### src/rtl/sum4_sequencer_if.sv
// sum4_sequencer_if: operand/result handshake bundle for sum4_sequencer.
interface sum4_sequencer_if #(parameter int W = 8);
  logic         in_valid;
  logic         in_ready;
  logic [W-1:0] a;
  logic [W-1:0] b;
  logic [W-1:0] c;
  logic [W-1:0] d;
  logic         out_valid;
  logic         out_ready;
  logic [W+1:0] sum;
  logic         busy;
  modport master (output in_valid, a, b, c, d, out_ready, input in_ready, out_valid, sum, busy);
  modport slave  (input in_valid, a, b, c, d, out_ready, output in_ready, out_valid, sum, busy);
endinterface

### src/rtl/sum4_sequencer.sv
// sum4_sequencer: a+b+c+d through one time-shared adder over IDLE/AB/CD/FIN/OUT.
// Optional SUM4_SEQ_CNT_EN adds the done_cnt output handshake counter.
module sum4_sequencer #(parameter int W = 8) (
  input logic clk,
  input logic rst_n,
  sum4_sequencer_if.slave bus
`ifdef SUM4_SEQ_CNT_EN
  , output logic [15:0] done_cnt
`endif
);
  typedef enum logic [2:0] {IDLE, AB, CD, FIN, OUT} state_t;
  state_t state_q, state_d;
  logic [W-1:0] a_q, a_d, b_q, b_d, c_q, c_d, d_q, d_d;
  logic [W:0] ab_q, ab_d, cd_q, cd_d, add_x, add_y;
  logic [W+1:0] sum_q, sum_d, add_r;
  logic take, give;
  assign take = bus.in_valid && state_q == IDLE;
  assign give = bus.out_ready && state_q == OUT;
  assign bus.in_ready = state_q == IDLE;
  assign bus.out_valid = state_q == OUT;
  assign bus.busy = state_q != IDLE;
  assign bus.sum = sum_q;
  // the single adder: operand muxes select the partial sum for the current state
  always_comb begin
    add_x = state_q == FIN ? ab_q : state_q == CD ? {1'b0, c_q} : {1'b0, a_q};
    add_y = state_q == FIN ? cd_q : state_q == CD ? {1'b0, d_q} : {1'b0, b_q};
    add_r = {1'b0, add_x} + {1'b0, add_y};
    a_d = take ? bus.a : a_q;
    b_d = take ? bus.b : b_q;
    c_d = take ? bus.c : c_q;
    d_d = take ? bus.d : d_q;
    ab_d = state_q == AB ? add_r[W:0] : ab_q;
    cd_d = state_q == CD ? add_r[W:0] : cd_q;
    sum_d = state_q == FIN ? add_r : sum_q;
  end
  always_comb begin
    state_d = state_q;
    case (state_q)
      IDLE:    state_d = take ? AB : IDLE;
      AB:      state_d = CD;
      CD:      state_d = FIN;
      FIN:     state_d = OUT;
      OUT:     state_d = give ? IDLE : OUT;
      default: state_d = IDLE;
    endcase
  end
  always_ff @(posedge clk) begin
    if (!rst_n) begin
      state_q <= IDLE;
      a_q <= '0;
      b_q <= '0;
      c_q <= '0;
      d_q <= '0;
      ab_q <= '0;
      cd_q <= '0;
      sum_q <= '0;
    end else begin
      state_q <= state_d;
      a_q <= a_d;
      b_q <= b_d;
      c_q <= c_d;
      d_q <= d_d;
      ab_q <= ab_d;
      cd_q <= cd_d;
      sum_q <= sum_d;
    end
  end
`ifdef SUM4_SEQ_CNT_EN
  logic [15:0] cnt_q, cnt_d;
  assign cnt_d = give ? cnt_q + 16'd1 : cnt_q;
  assign done_cnt = cnt_q;
  always_ff @(posedge clk) begin
    if (!rst_n) cnt_q <= '0;
    else cnt_q <= cnt_d;
  end
`endif
endmodule

### src/flat_wrapper.sv
// flat-port wrapper written by rule: the top's interface ports become plain ports
module sum4_sequencer_flat 
#(parameter int W = 8)
  (clk, rst_n, bus_in_valid, bus_a, bus_b, bus_c, bus_d, bus_out_ready, bus_in_ready, bus_out_valid, bus_sum, bus_busy);
  sum4_sequencer_if #(.W(W)) bus_i ();
  input logic clk;
  input logic rst_n;
  input wire logic [$bits(bus_i.in_valid)-1:0] bus_in_valid;
  input wire logic [$bits(bus_i.a)-1:0] bus_a;
  input wire logic [$bits(bus_i.b)-1:0] bus_b;
  input wire logic [$bits(bus_i.c)-1:0] bus_c;
  input wire logic [$bits(bus_i.d)-1:0] bus_d;
  input wire logic [$bits(bus_i.out_ready)-1:0] bus_out_ready;
  output wire logic [$bits(bus_i.in_ready)-1:0] bus_in_ready;
  output wire logic [$bits(bus_i.out_valid)-1:0] bus_out_valid;
  output wire logic [$bits(bus_i.sum)-1:0] bus_sum;
  output wire logic [$bits(bus_i.busy)-1:0] bus_busy;
  assign bus_i.in_valid = bus_in_valid;
  assign bus_i.a = bus_a;
  assign bus_i.b = bus_b;
  assign bus_i.c = bus_c;
  assign bus_i.d = bus_d;
  assign bus_i.out_ready = bus_out_ready;
  assign bus_in_ready = bus_i.in_ready;
  assign bus_out_valid = bus_i.out_valid;
  assign bus_sum = bus_i.sum;
  assign bus_busy = bus_i.busy;
  sum4_sequencer #(.W(W)) u_core (.clk(clk), .rst_n(rst_n), .bus(bus_i));
endmodule
### config.mk
export PLATFORM = sky130hd
export DESIGN_NAME = sum4_sequencer_flat
export DESIGN_NICKNAME = d
export VERILOG_FILES = /design/src/rtl/sum4_sequencer_if.sv /design/src/rtl/sum4_sequencer.sv /design/src/flat_wrapper.sv
export SDC_FILE = /design/constraint.sdc
export NUM_CORES = 1
export LEC_CHECK = 0
export ABC_AREA = 1
export CORE_AREA = 5 5 108 110
export DETAILED_ROUTE_END_ITERATION = 6
export DIE_AREA = 0 0 113 115
export GPL_ROUTABILITY_DRIVEN = 0
export MAX_ROUTING_LAYER = met4
export PLACE_DENSITY_LB_ADDON = 0.15
export SETUP_SLACK_MARGIN = 0.2
export SYNTH_ARGS = -nofsm -noshare
export SYNTH_HDL_FRONTEND = slang
export SYNTH_SLANG_ARGS = --single-unit
### constraint.sdc
create_clock -name clk -period 3.4 [get_ports clk]
set_input_delay 0.68 -clock clk [delete_from_list [all_inputs] [get_ports clk]]
set_output_delay 0.68 -clock clk [all_outputs]
set_load 0.005 [all_outputs]
# Yosys cells after proc, flatten, opt, wreduce, memory -nomap -nowiden
# Cells that the tools add are included.
dict set report totals {
  ff_bits 63
  input_bits 36
  output_inout_bits 13
  word_cells 24
}
dict set report classes {
  n_addsub 1
  n_eq_ne 4
  mux 7
  reduce_logical 4
}
# op count
set op_table {}
lappend op_table {{$mux 9} 2}
lappend op_table {{$mux 8} 2}
lappend op_table {{$pmux 3 s5} 1}
lappend op_table {{$add 9x9->10} 1}
lappend op_table {{$eq 3x2->1 const B} 2}
lappend op_table {{$eq 3x1->1 const B} 1}
lappend op_table {{$eq 3x3->1 const B} 1}
lappend op_table {{$logic_not 3->1} 1}
lappend op_table {{$mux 3} 1}
lappend op_table {{$reduce_bool 3->1} 1}
lappend op_table {{$logic_and 1x1->1} 2}
lappend op_table {{$mux 1} 1}

# Depth between registers and ports, before layout
dict set report logic_depth {
  ltp_word 4
  depth_mapped 19
  depth_no_buf 17
}

# Worst setup path after synthesis
# Ideal clock, no wire load.
dict set report synth_timing {
  path_kind {reg2reg}
  start {register u_core.state_q[0]}
  end {register u_core.cd_q[4]}
  setup_ns 0.109
  arrival_time_ns 2.172
  required_ns 3.291
  path_slack_ns 1.119
  stages_incl_launch_ff 18
  n_path_buf 2
  period_less_slack_ns 2.281
  cell_sequence {dfxtp_1 > inv_1 > nand2_1 > buf_4 > buf_6 > o22ai_1 > a21oi_1 > ha_1 > inv_1 > fa_1 > inv_1 > nand2_1 > nand2_1 > nand2_1 > xor2_1 > nand2_1 > nand2_1 > inv_1}
}
dict set report synth_between {
  elab_chain_cells 4
  word_cells_on_any_way 7
}
# item line
set synth_rtl {}
lappend synth_rtl {{from (decl)} sum4_sequencer.sv:12} ;# state_t state_q, state_d;
lappend synth_rtl {{from (signal assigned)} sum4_sequencer.sv:58} ;# state_q <= state_d;
lappend synth_rtl {{$eq 3x2->1} {sum4_sequencer.sv:25, sum4_sequencer.sv:26, sum4_sequencer.sv:33}}
lappend synth_rtl {{$mux 8 (on tied branches)} {sum4_sequencer.sv:25, sum4_sequencer.sv:26}}
lappend synth_rtl {{$mux 9 (on tied branches)} {sum4_sequencer.sv:25, sum4_sequencer.sv:26}}
lappend synth_rtl {{$add 9x9->10} sum4_sequencer.sv:27} ;# add_r = {1'b0, add_x} + {1'b0, add_y};
lappend synth_rtl {{to (signal assigned)} sum4_sequencer.sv:55} ;# cd_q <= '0;
lappend synth_rtl {{to (signal assigned)} sum4_sequencer.sv:64} ;# cd_q <= cd_d;
lappend synth_rtl {{to (decl)} sum4_sequencer.sv:14} ;# logic [W:0] ab_q, ab_d, cd_q, cd_d, add_x, add_y;
# Parallel ways exist; a longest one is shown, timed or not.
# A chain may end at the register's enable or synchronous reset.

# Final worst setup path
dict set report layout_timing {
  start {register u_core.state_q[1]}
  end {register u_core.cd_q[6]}
}
# The elaborated chain is that of the path after synthesis.

==> flow_metrics.env <==
export IMPL_outcome="complete, no violations"
export IMPL_pwr_density_cell_nw_per_um2=531.9
export IMPL_cts_tree="yes"
export IMPL_fin_area_um2=3857
export IMPL_ys_types=31
export IMPL_crit_path_cell_trace="inv_1, nor2_4, nand2_1, buf_4, o22ai_1, a21oi_1, ha_1, inv_1, fa_1, inv_1, nand2_1, nand2_1, nand3b_1, nand2_1, nand2_1, nand3_1, nand2_1, inv_1"
export IMPL_hold_viol=0
export IMPL_grt_ovfl_total=0
export IMPL_ys_seq_area_share_pct=40.50
export IMPL_finClkSkew_ns=0.007891
export IMPL_io_pins=49
export IMPL_clk_pin_slew_ns=0.07
export IMPL_first_global_vias=2955
export IMPL_rsz0062_at_grt="no"
export IMPL_syn_inst=430
export IMPL_layout_min_cycle_time_ns=2.786
export IMPL_p_leak_nw=1.666
export IMPL_synth_nets=476
export IMPL_layout_drive_gt1_share_pct=7.143
export IMPL_die_x_um=113
export IMPL_crit_end="u_core.cd_q[6]"
export IMPL_postCtsSetupBuffers=0
export IMPL_placed_area_um2=3645
export IMPL_place_hpwl_um=6142
export IMPL_worst_pin_slew_ns=0.4445
export IMPL_crit_cells=18
export IMPL_port_buffers=48
export IMPL_die_height_um=115
export IMPL_fp_row_count=38
export IMPL_ctsResizeCount=0
export IMPL_cap_violations=0
export IMPL_mappedNetlistArea_um2=3114
export IMPL_crit_reg2reg_launch="u_core.state_q[1]"
export IMPL_cts_buffers=9
export IMPL_cts_sinks=63
export IMPL_ys_warn_count=0
export IMPL_worst_path_dominant_cell_family="simple AND/OR/NAND/NOR gates"
export IMPL_reg2reg_slack_ns=0.61
export IMPL_setup_viol=0
export IMPL_finalMaxSlewViolations=0
export IMPL_grt_usage_pct=14.17
export IMPL_initial_core_util_pct=29.37
export IMPL_start_kind="flop"
export IMPL_ys_ff_latch=63
export IMPL_endpoint_kind="flop"
export IMPL_relSlewSlack_pct=70.36
export IMPL_grt_max_degree=43
export IMPL_drt_wirelength_per_cell_um=13.50
export IMPL_final_core_util_pct=36.38
export IMPL_fin_crit_sh_pct=81.94
export IMPL_avgSynthCellArea_um2=7.242
export IMPL_cp_startpoint="u_core.state_q[1]"
export IMPL_cts_root_buffer_cell="clkbuf_8"
export IMPL_ant_nets=0
export IMPL_clkLatencyLatePin_ns=0.34
export IMPL_worstSetupPathType="flop to flop"
export IMPL_drt_initial_drc_count=114
export IMPL_h_tree_depth=3
export IMPL_crit_top_cell="nand2_1"
export IMPL_reg2regPathDepth=18
export IMPL_critPathArrivalTime_ns=3.03
export IMPL_fin_tns_setup_ns=0
export IMPL_num_vias=2842
export IMPL_areaGrowthSynthToFinish_pct=23.87
export IMPL_reg2reg_to="u_core.cd_q[6]"
export IMPL_fmax_ghz=0.3589
export IMPL_ir_drop_uv=215.8
export IMPL_cp_slowest_cell="dfxtp_1"
export IMPL_critical_path_buf_inv_count=5
export IMPL_critPathMaxFanout=13
export IMPL_drc_errors=0
export IMPL_routed_wl_um=8313
export IMPL_nets=517
export IMPL_grt_pass1_wl_um=14170
export IMPL_vias_per_cell=4.614
export IMPL_required_ns=3.65
export IMPL_n_antenna_cell=0
export IMPL_core_area_um2=10600
export IMPL_cts_hold_buf=0
export IMPL_max_stage_delay_ns=0.33
export IMPL_dieArea_um2=13000
export IMPL_hp_class="flop to flop"
export IMPL_first_pass_iters=4
export IMPL_clk_path_buf_depth=2
export IMPL_antenna_found_initial=0
state kept, by name, summed over array words and instances (netlist names):
name / flops
u_core.bus.sum: 10
u_core.ab_q: 9
u_core.cd_q: 9
u_core.a_q: 8
u_core.b_q: 8
u_core.c_q: 8
u_core.d_q: 8
u_core.state_q: 3
final cells by class:
type	instances	area [µm²]
clock buffers	10	127.6
fillers	1140	6745
flip-flops and latches	63	1261
clock inverters	6	85.08
inverters	64	245.2
multi-input cells	279	1438
repair buffers	54	525.5
well taps	140	175.2
cells in the final DEF (no fill, tap or decap), types with 2 or more instances in the layout:
cell,count
a21oi_1,65
a22oi_1,4
buf_4,6
bufinv_16,2
clkbuf_8,9
clkdlybuf4s50_1,48
clkinv_2,2
clkinvlp_4,2
dfxtp_1,63
ha_1,9
inv_1,58
inv_2,3
inv_4,2
nand2_1,79
nand3_1,48
nand3b_1,3
nor2_1,25
o211ai_1,4
o21a_1,2
o21ai_0,15
o21ai_1,5
o21ai_2,2
o22ai_1,9
or2_2,2
cells in the mapped netlist:
| master | number | share of area (%) |
|---|---|---|
| fa_1 | 1 | 0.64 |
| nor2_1 | 25 | 3.0 |
| o21a_1 | 2 | 0.48 |
| o21ai_1 | 5 | 0.80 |
| nand3b_1 | 3 | 0.72 |
| nor2_2 | 1 | 0.20 |
| buf_1 | 1 | 0.12 |
| o21ai_2 | 2 | 0.56 |
| inv_4 | 2 | 0.40 |
| nand3_2 | 1 | 0.32 |
| nand2_1 | 79 | 9.5 |
| or2_2 | 2 | 0.40 |
| nor2_4 | 1 | 0.36 |
| o21ai_0 | 15 | 2.4 |
| buf_6 | 8 | 2.9 |
| buf_4 | 4 | 0.96 |
| o22ai_1 | 9 | 1.8 |
| nor2_8 | 1 | 0.64 |
| a21oi_1 | 65 | 10 |
| xor2_1 | 1 | 0.28 |
| clkbuf_1 | 7 | 0.84 |
| a22oi_1 | 4 | 0.96 |
| inv_2 | 3 | 0.36 |
| inv_1 | 58 | 7.0 |
| ha_1 | 9 | 3.6 |
| clkinv_1 | 1 | 0.12 |
| dfxtp_1 | 63 | 40 |
| o211ai_1 | 4 | 0.96 |
| nand3_1 | 48 | 7.7 |
| buf_2 | 4 | 0.64 |
| xnor2_1 | 1 | 0.28 |
how the worst min path moves through the flow:
stage,from,endpoint,depth (start not counted)
after global routing,u_core.a_q[5],u_core.a_q[5],2
final,u_core.a_q[1],u_core.a_q[1],2
after global placement,u_core.ab_q[2],u_core.ab_q[2],2
after CTS,u_core.a_q[1],u_core.a_q[1],2
after detailed placement,u_core.a_q[1],u_core.a_q[1],2
after floorplan,u_core.a_q[1],u_core.a_q[1],2
metrics by stage:
stage	hold slack, ns	instances	power (W)	setup WS [ns]
floorplan	0.4298	430	0.001217	1.119
global route	0.4789	616	0.002188	0.3094
CTS	0.4562	616	0.002078	0.5798
global placement	0.4384	600	0.001356	0.6186
detailed placement	0.4467	600	0.001358	0.5996
finish	0.4565	616	0.002052	0.6139
cell families (layout without fill, tap and decap cells):
family          after synthesis  after routing  share of synthesized area [%]
simple gates                161            161                          22.90
compound gates              106            106                          18.44
buf+inv                      88            134                          13.34
flops                        63             63                          40.50
fa+ha+maj                    10             10                          4.259
xor+xnor                      2              2                         0.5626
worst register-to-register path: stages, from the launching register on:
cell and delay, ns:
dfxtp_1 0.33, inv_1 0.08, nor2_4 0.31, nand2_1 0.30
buf_4 0.27, o22ai_1 0.14, a21oi_1 0.07, ha_1 0.23
inv_1 0.07, fa_1 0.20, inv_1 0.05, nand2_1 0.06
nand2_1 0.09, nand3b_1 0.13, nand2_1 0.06, nand2_1 0.10
nand3_1 0.08, nand2_1 0.08, inv_1 0.05
power breakdown:
group,total (W),internal [W],switching (W)
combinational,0.000496,0.000200,0.000296
clock,0.000716,0.000410,0.000305
sequential,0.000840,0.000807,0.0000332
total,0.00205,0.00142,0.000634
metal layers:
metal | vias up | global-route usage [%] | share of wire (%)
met5 | - | - | 0
li1 | 1484 | - | -
met2 | 28 | 24.41 | 50
met3 | 9 | 2.263 | 2.4
met1 | 1321 | 16.67 | 46
met4 | 0 | 5.288 | 1.5
Note: power is estimated with default switching activity, not from simulation.
